--- config.mk ---
export PLATFORM = sky130hd
export DESIGN_NAME = mem_arbiter
export DESIGN_NICKNAME = d
export VERILOG_FILES = /design/src/rtl/mem_arbiter.sv
export SDC_FILE = /design/constraint.sdc
export NUM_CORES = 1
export LEC_CHECK = 0
export CAP_MARGIN = 5
export CORE_MARGIN = 4
export CORE_UTILIZATION = 42
export CTS_BUF_LIST = sky130_fd_sc_hd__clkbuf_4 sky130_fd_sc_hd__clkbuf_8 sky130_fd_sc_hd__clkbuf_16
export DETAILED_ROUTE_END_ITERATION = 10
export GPL_TIMING_DRIVEN = 0
export PLACE_DENSITY = 0.84
export SYNTH_ARGS = -nofsm -noshare
export SYNTH_HDL_FRONTEND = slang
export SYNTH_SLANG_ARGS = --single-unit
--- constraint.sdc ---
create_clock -name clk -period 5.16 [get_ports clk]
set_input_delay 1.032 -clock clk [delete_from_list [all_inputs] [get_ports clk]]
set_output_delay 1.032 -clock clk [all_outputs]
set_load 0.005 [all_outputs]
--- src/rtl/mem_arbiter.sv ---
`timescale 1ns/1ps
// -----------------------------------------------------------------------------
// mem_arbiter
//
// Shares one single-outstanding memory port between an instruction-fetch
// requester and a data (load/store) requester.
//
// Arbitration: data normally wins a simultaneous request. A saturating
// starvation counter bounds how many data grants in a row can be given while
// a fetch is waiting; once it reaches STARVE_LIMIT the fetch wins.
//
// Each granted command is latched and presented on m_* until m_ack. A
// misaligned data access never reaches memory and completes with d_err.
// A memory that does not answer within MEM_LAT_MAX cycles is abandoned:
// - a data access completes with d_err;
// - a fetch completes with a NOP instruction.
// Completion is a one-cycle ready pulse on the owning port. The read data
// outputs hold their value between pulses.
//
// Ports
//   clk, rst                      clock (rising edge), async active-high reset
//   if_req/if_addr                fetch request (held until if_ready)
//   if_ready/if_rdata             fetch completion pulse and instruction
//   d_req/d_we/d_funct3/d_addr/d_wdata  data request (held until d_ready)
//   d_ready/d_rdata/d_err         data completion pulse, load data, error
//   m_req/m_we/m_funct3/m_addr/m_wdata  memory command (held until m_ack)
//   m_rdata/m_ack                 memory read data and completion
// -----------------------------------------------------------------------------
module mem_arbiter #(
  parameter int unsigned STARVE_LIMIT = 3,
  parameter int unsigned MEM_LAT_MAX  = 15
) (
  input  logic        clk,
  input  logic        rst,

  input  logic        if_req,
  input  logic [31:0] if_addr,
  output logic        if_ready,
  output logic [31:0] if_rdata,

  input  logic        d_req,
  input  logic        d_we,
  input  logic [2:0]  d_funct3,
  input  logic [31:0] d_addr,
  input  logic [31:0] d_wdata,
  output logic        d_ready,
  output logic [31:0] d_rdata,
  output logic        d_err,

  output logic        m_req,
  output logic        m_we,
  output logic [2:0]  m_funct3,
  output logic [31:0] m_addr,
  output logic [31:0] m_wdata,
  input  logic [31:0] m_rdata,
  input  logic        m_ack
);

  localparam logic [31:0] NOP_INSN  = 32'h0000_0033;  // add x0, x0, x0
  localparam logic [2:0]  FUNCT3_LW = 3'b010;

  localparam int unsigned SC_W = (STARVE_LIMIT > 0) ? $clog2(STARVE_LIMIT + 1) : 1;
  localparam int unsigned TC_W = (MEM_LAT_MAX > 1) ? $clog2(MEM_LAT_MAX + 1) : 1;

  localparam logic [SC_W-1:0] STARVE_MAX = SC_W'(STARVE_LIMIT);
  // Last busy cycle index before the access is abandoned.
  localparam logic [TC_W-1:0] TMO_LAST   = TC_W'(MEM_LAT_MAX - 1);

  typedef enum logic [1:0] {
    IDLE   = 2'd0,
    BUSY_I = 2'd1,
    BUSY_D = 2'd2,
    RESP   = 2'd3
  } state_e;

  state_e           state_q, state_d;
  logic [SC_W-1:0]  starve_cnt_q, starve_cnt_d;
  logic [TC_W-1:0]  tmo_cnt_q, tmo_cnt_d;
  logic             gnt_d_q, gnt_d_d;       // 1: current owner is the data port
  logic             err_q, err_d;           // current transaction ends in error
  logic [31:0]      addr_q, addr_d;
  logic             we_q, we_d;
  logic [2:0]       funct3_q, funct3_d;
  logic [31:0]      wdata_q, wdata_d;
  logic [31:0]      if_rdata_q, if_rdata_d;
  logic [31:0]      d_rdata_q, d_rdata_d;

  logic             d_misaligned;
  logic             pick_d;
  logic             starving;

  // Alignment check on the requested access width (funct3[1:0] encodes
  // byte/half/word; the sign bit does not matter here).
  always_comb begin
    d_misaligned = 1'b0;
    case (d_funct3[1:0])
      2'b10:   d_misaligned = (d_addr[1:0] != 2'b00);
      2'b01:   d_misaligned = d_addr[0];
      default: d_misaligned = 1'b0;
    endcase
  end

  assign starving = (starve_cnt_q == STARVE_MAX);
  // Data wins unless a fetch is waiting and has already been passed over
  // STARVE_LIMIT times.
  assign pick_d   = d_req && !(if_req && starving);

  // Next-state and datapath logic.
  always_comb begin
    state_d      = state_q;
    starve_cnt_d = starve_cnt_q;
    tmo_cnt_d    = tmo_cnt_q;
    gnt_d_d      = gnt_d_q;
    err_d        = err_q;
    addr_d       = addr_q;
    we_d         = we_q;
    funct3_d     = funct3_q;
    wdata_d      = wdata_q;
    if_rdata_d   = if_rdata_q;
    d_rdata_d    = d_rdata_q;

    case (state_q)
      IDLE: begin
        if (if_req || d_req) begin
          tmo_cnt_d = '0;
          err_d     = 1'b0;
          if (pick_d) begin
            gnt_d_d  = 1'b1;
            addr_d   = d_addr;
            we_d     = d_we;
            funct3_d = d_funct3;
            wdata_d  = d_wdata;
            // Only count grants that actually made a fetch wait.
            if (if_req && !starving) begin
              starve_cnt_d = starve_cnt_q + SC_W'(1);
            end
            if (d_misaligned) begin
              // Never reaches memory: complete immediately with an error.
              err_d     = 1'b1;
              d_rdata_d = '0;
              state_d   = RESP;
            end else begin
              state_d   = BUSY_D;
            end
          end else begin
            gnt_d_d      = 1'b0;
            addr_d       = if_addr;
            we_d         = 1'b0;
            funct3_d     = FUNCT3_LW;
            wdata_d      = '0;
            starve_cnt_d = '0;
            state_d      = BUSY_I;
          end
        end
      end

      BUSY_I, BUSY_D: begin
        if (m_ack) begin
          // An ack in the last allowed cycle still counts as a success.
          state_d   = RESP;
          tmo_cnt_d = '0;
          if (state_q == BUSY_I) begin
            if_rdata_d = m_rdata;
          end else begin
            d_rdata_d  = we_q ? 32'h0 : m_rdata;
          end
        end else if (tmo_cnt_q == TMO_LAST) begin
          state_d   = RESP;
          tmo_cnt_d = '0;
          err_d     = 1'b1;
          if (state_q == BUSY_I) begin
            if_rdata_d = NOP_INSN;
          end else begin
            d_rdata_d  = '0;
          end
        end else begin
          tmo_cnt_d = tmo_cnt_q + TC_W'(1);
        end
      end

      RESP: begin
        // Requests still held here are picked up again from IDLE.
        state_d = IDLE;
      end

      default: begin
        state_d = IDLE;
      end
    endcase
  end

  always_ff @(posedge clk or posedge rst) begin
    if (rst) begin
      state_q      <= IDLE;
      starve_cnt_q <= '0;
      tmo_cnt_q    <= '0;
      gnt_d_q      <= 1'b0;
      err_q        <= 1'b0;
      addr_q       <= '0;
      we_q         <= 1'b0;
      funct3_q     <= '0;
      wdata_q      <= '0;
      if_rdata_q   <= '0;
      d_rdata_q    <= '0;
    end else begin
      state_q      <= state_d;
      starve_cnt_q <= starve_cnt_d;
      tmo_cnt_q    <= tmo_cnt_d;
      gnt_d_q      <= gnt_d_d;
      err_q        <= err_d;
      addr_q       <= addr_d;
      we_q         <= we_d;
      funct3_q     <= funct3_d;
      wdata_q      <= wdata_d;
      if_rdata_q   <= if_rdata_d;
      d_rdata_q    <= d_rdata_d;
    end
  end

  // Outputs are decoded from registered state only; m_ack never feeds an
  // output combinationally.
  assign m_req    = (state_q == BUSY_I) || (state_q == BUSY_D);
  assign m_we     = we_q;
  assign m_funct3 = funct3_q;
  assign m_addr   = addr_q;
  assign m_wdata  = wdata_q;

  assign if_ready = (state_q == RESP) && !gnt_d_q;
  assign d_ready  = (state_q == RESP) &&  gnt_d_q;
  assign d_err    = d_ready && err_q;
  assign if_rdata = if_rdata_q;
  assign d_rdata  = d_rdata_q;

endmodule
==> metrics.md <==
| Metric | Value |
|---|---|
| Routed WL | `18,500 um` |
| Pwr Total | `5840 uW` |
| Part of the Yosys area used for sequential elements | `57.7%` |
| Post-place instance area | `0.00914 mm^2` |
| DIE WIDTH | `129 um` |
| Design Area, Final | `0.00977 mm^2` |
| Num rows | `43` |
| Critical path's top delay family | `buffers and inverters` |
| Startpoint types | `flop` |
| Clock buffer depth | `2` |
| I/O Pins | `273` |
| Share of cells above drive strength 1 | `9.37%` |
| Cts hold-fix bufs | `0` |
| Top post-synthesis cells by area | `dfrtp_1 58%, mux2_4 7.3%, nand2_1 6.5%` |
| Largest net degree at the start of global routing | `76` |
| Number of synthesized flops with an enable pin | `0` |
| Vias in the first global route | `5,551` |
| Tcrit/Tclk final | `55.0%` |
| Post_cts resized | `0` |
| Remaining DRCs | `0` |
| Final RePlAce weighted congestion | `0.793` |
| Buffers plus inverters on the worst setup path | `2` |
| Crit Reg-Reg Startpoint | `state_q[0]` |
| Global-route wire length before repair | `28,700 um` |
| Reg clk slew, reported paths | `0.06 ns` |
| #FFs+latches synth | `142` |
| H-tree Lvls | `4` |
| Count of different cell masters after synthesis | `34` |
| Total number of vias | `5,237` |
| Critical Path RT | `4.13 ns` |
| Ys Warns | `0` |
| Initial core utilization | `43.7%` |
| Routed vias/inst | `5.06` |
| Slew @ Worst Pin | `0.856 ns` |
| Rel. slew slack | `42.7%` |
| Wire length on met3 | `1610 um` |
| R2R depth | `8` |
| Top sig layer | `met4` |
| Outcome | `completed` |
| Setup_tns | `0 ns` |
| Antenna fix cells | `0` |
| Syn Inst Count | `549` |
| Number of port buffers | `272` |
| Min Tclk post-route | `2.84 ns` |
| Slowest cell on crit path | `clkdlybuf4s50_1` |
| Final cell count without fillers | `1,034` |
| GRT overflow | `0` |
| Worst Path Class, Setup | `flop to output pin` |
| Slew Viols, Final | `0` |
| Max Cap Viol | `0` |
| Peak supply drop | `0.320 mV` |
| DRT Pass-1 Iters | `7` |
| HPWL after detailed placement | `14,100 um` |
| Hold EP | `m_addr[30]` |
| CORE AREA | `0.0141 mm^2` |
| CP Capture Type | `output pin` |
| Starting DRT DRC Count | `272` |
| Commonest non-fill, non-tap cell in the layout | `clkdlybuf4s50_1` |
| Critical Path AT | `1.81 ns` |
| Die area | `0.0167 mm^2` |
| Post-CTS Setup Repair Bufs | `0` |
| Nets | `987` |
| Pleak | `0.00445 uW` |
| Max incr delay on CP | `0.59 ns` |
| Post-route ant nets | `0` |
| # fillers | `1,038` |
| Root buffer cell | `clkbuf_16` |
| Cts bufs inserted | `17` |
| Mean Syn Cell Area | `11.2 um^2` |
| Footprint of the multi-input gates | `0.00240 mm^2` |
| Primary FF master, synth | `dfrtp_1` |
| Post-synthesis instance area | `0.00616 mm^2` |
| Placed Cells | `1,002` |
| Critical path, cell by cell | `inv_1, ha_1, clkdlybuf4s50_1` |
| Hold path cells | `2` |
| Register area | `0.00355 mm^2` |
| Clk_lat worst skew | `0.41 ns` |
| Area Growth Syn to Fin | `58.7%` |
| Hold_sp | `m_addr[30]` |
| Pwr dens | `598 mW/mm^2` |
| Most frequent cells in the layout | `272 x clkdlybuf4s50_1, 142 x dfrtp_1, 106 x nand2_1` |
| Worst R2R Setup Slack | `2.70 ns` |
| Hold Path Class | `flop to flop` |
| Syn_nets | `695` |
| RSZ-0062 raised after global routing | `false` |
| Yosys top cell by area | `dfrtp_1` |
| CTS tree | `done` |
| Wire length per cell | `17.9 um` |
| Setup violations, final | `0` |
| Top-area cell type share of the netlist area | `57.7%` |
| Final Hold Vio Count | `0` |
| Initial antenna violation count | `0` |
| CTS sink cnt | `142` |
| Met2 wire length | `9560 um` |
| Overall Global Routing Usage | `22.3%` |
| Max Fclk | `352 MHz` |
| M1 wire length | `7030 um` |
| Worst flop-to-flop path endpoint | `d_rdata[11]` |
| Asr flop ratio synth | `100%` |
| CP max FO | `5` |
| Final core area utilization | `69.3%` |
| Die height | `129 um` |
| Setup Skew | `0.00913 ns` |
## through the flow
step,hold WS [ns],setup slack [ns]
2_1_floorplan,0.453,0.318
3_3_place_gp,0.461,-1.55
3_5_place_dp,0.469,2.10
4_1_cts,0.483,2.30
5_1_grt,0.507,2.24
6_report,0.477,2.32
## where the power goes
group          switching, uW  internal (uW)  leakage (uW)
clock network            496            818      0.000299
logic                   1120           1500       0.00232
registers                293           1610       0.00183
total                   1910           3930       0.00445
## synth_stat cells, drive strengths merged (6+ instances only)
master,number
nor2b,7
inv,6
nor2,33
o21ai,74
dfrtp,142
mux2,32
mux2i,32
nand2,106
a21oi,6
buf,14
a22o,35
ha,9
and3,6
clkbuf,23
## per-layer routing
metal,GRT usage [%],vias to the layer above
met4,6.98,0
met5,0,-
met3,7.91,23
met2,39.3,225
met1,25.5,2514
li1,-,2475
## flip-flops by register name (all words and copies together) (netlist names)
register	flops
d_rdata	32
if_rdata	32
m_addr	32
m_wdata	32
tmo_cnt_q	4
m_funct3	3
starve_cnt_q	2
state_q	2
err_q	1
gnt_d_q	1
m_we	1
## worst register-to-register path: cells and delay by family (launching register included)
family / cells / cell delay, ns
buf+inv: 4 / 1.11
simple gates: 2 / 0.20
flops: 1 / 0.43
fa+ha+maj: 1 / 0.31
mux: 1 / 0.28
## worst max-delay path by stage
stage | slack [ns] | depth (start not counted) | end | start
4_1_cts | 2.30 | 3 | m_req | state_q[0]
6_report | 2.32 | 3 | m_req | state_q[0]
2_1_floorplan | 0.32 | 1 | d_rdata[0] | rst
5_1_grt | 2.24 | 3 | m_req | state_q[0]
3_3_place_gp | -1.55 | 2 | d_rdata[8] | rst
3_5_place_dp | 2.10 | 5 | m_addr[14] | if_req
## area by class of cell
class,count,share of cell area (%)
clock inverter,15,2.15
multi-input combinational,364,24.6
buffer,37,1.83
timing repair buffer,273,28.1
tap,180,2.30
clock buffer,17,4.35
inverter,6,0.282
sequential,142,36.4
## cell families after synthesis
group | count (synthesis) | synth area share, %
simple gates | 166 | 11.3
flops | 142 | 57.7
compound gates | 125 | 13.0
mux | 64 | 12.9
buf+inv | 43 | 3.27
fa+ha+maj | 9 | 1.83
(Power assumes the default switching activity.)
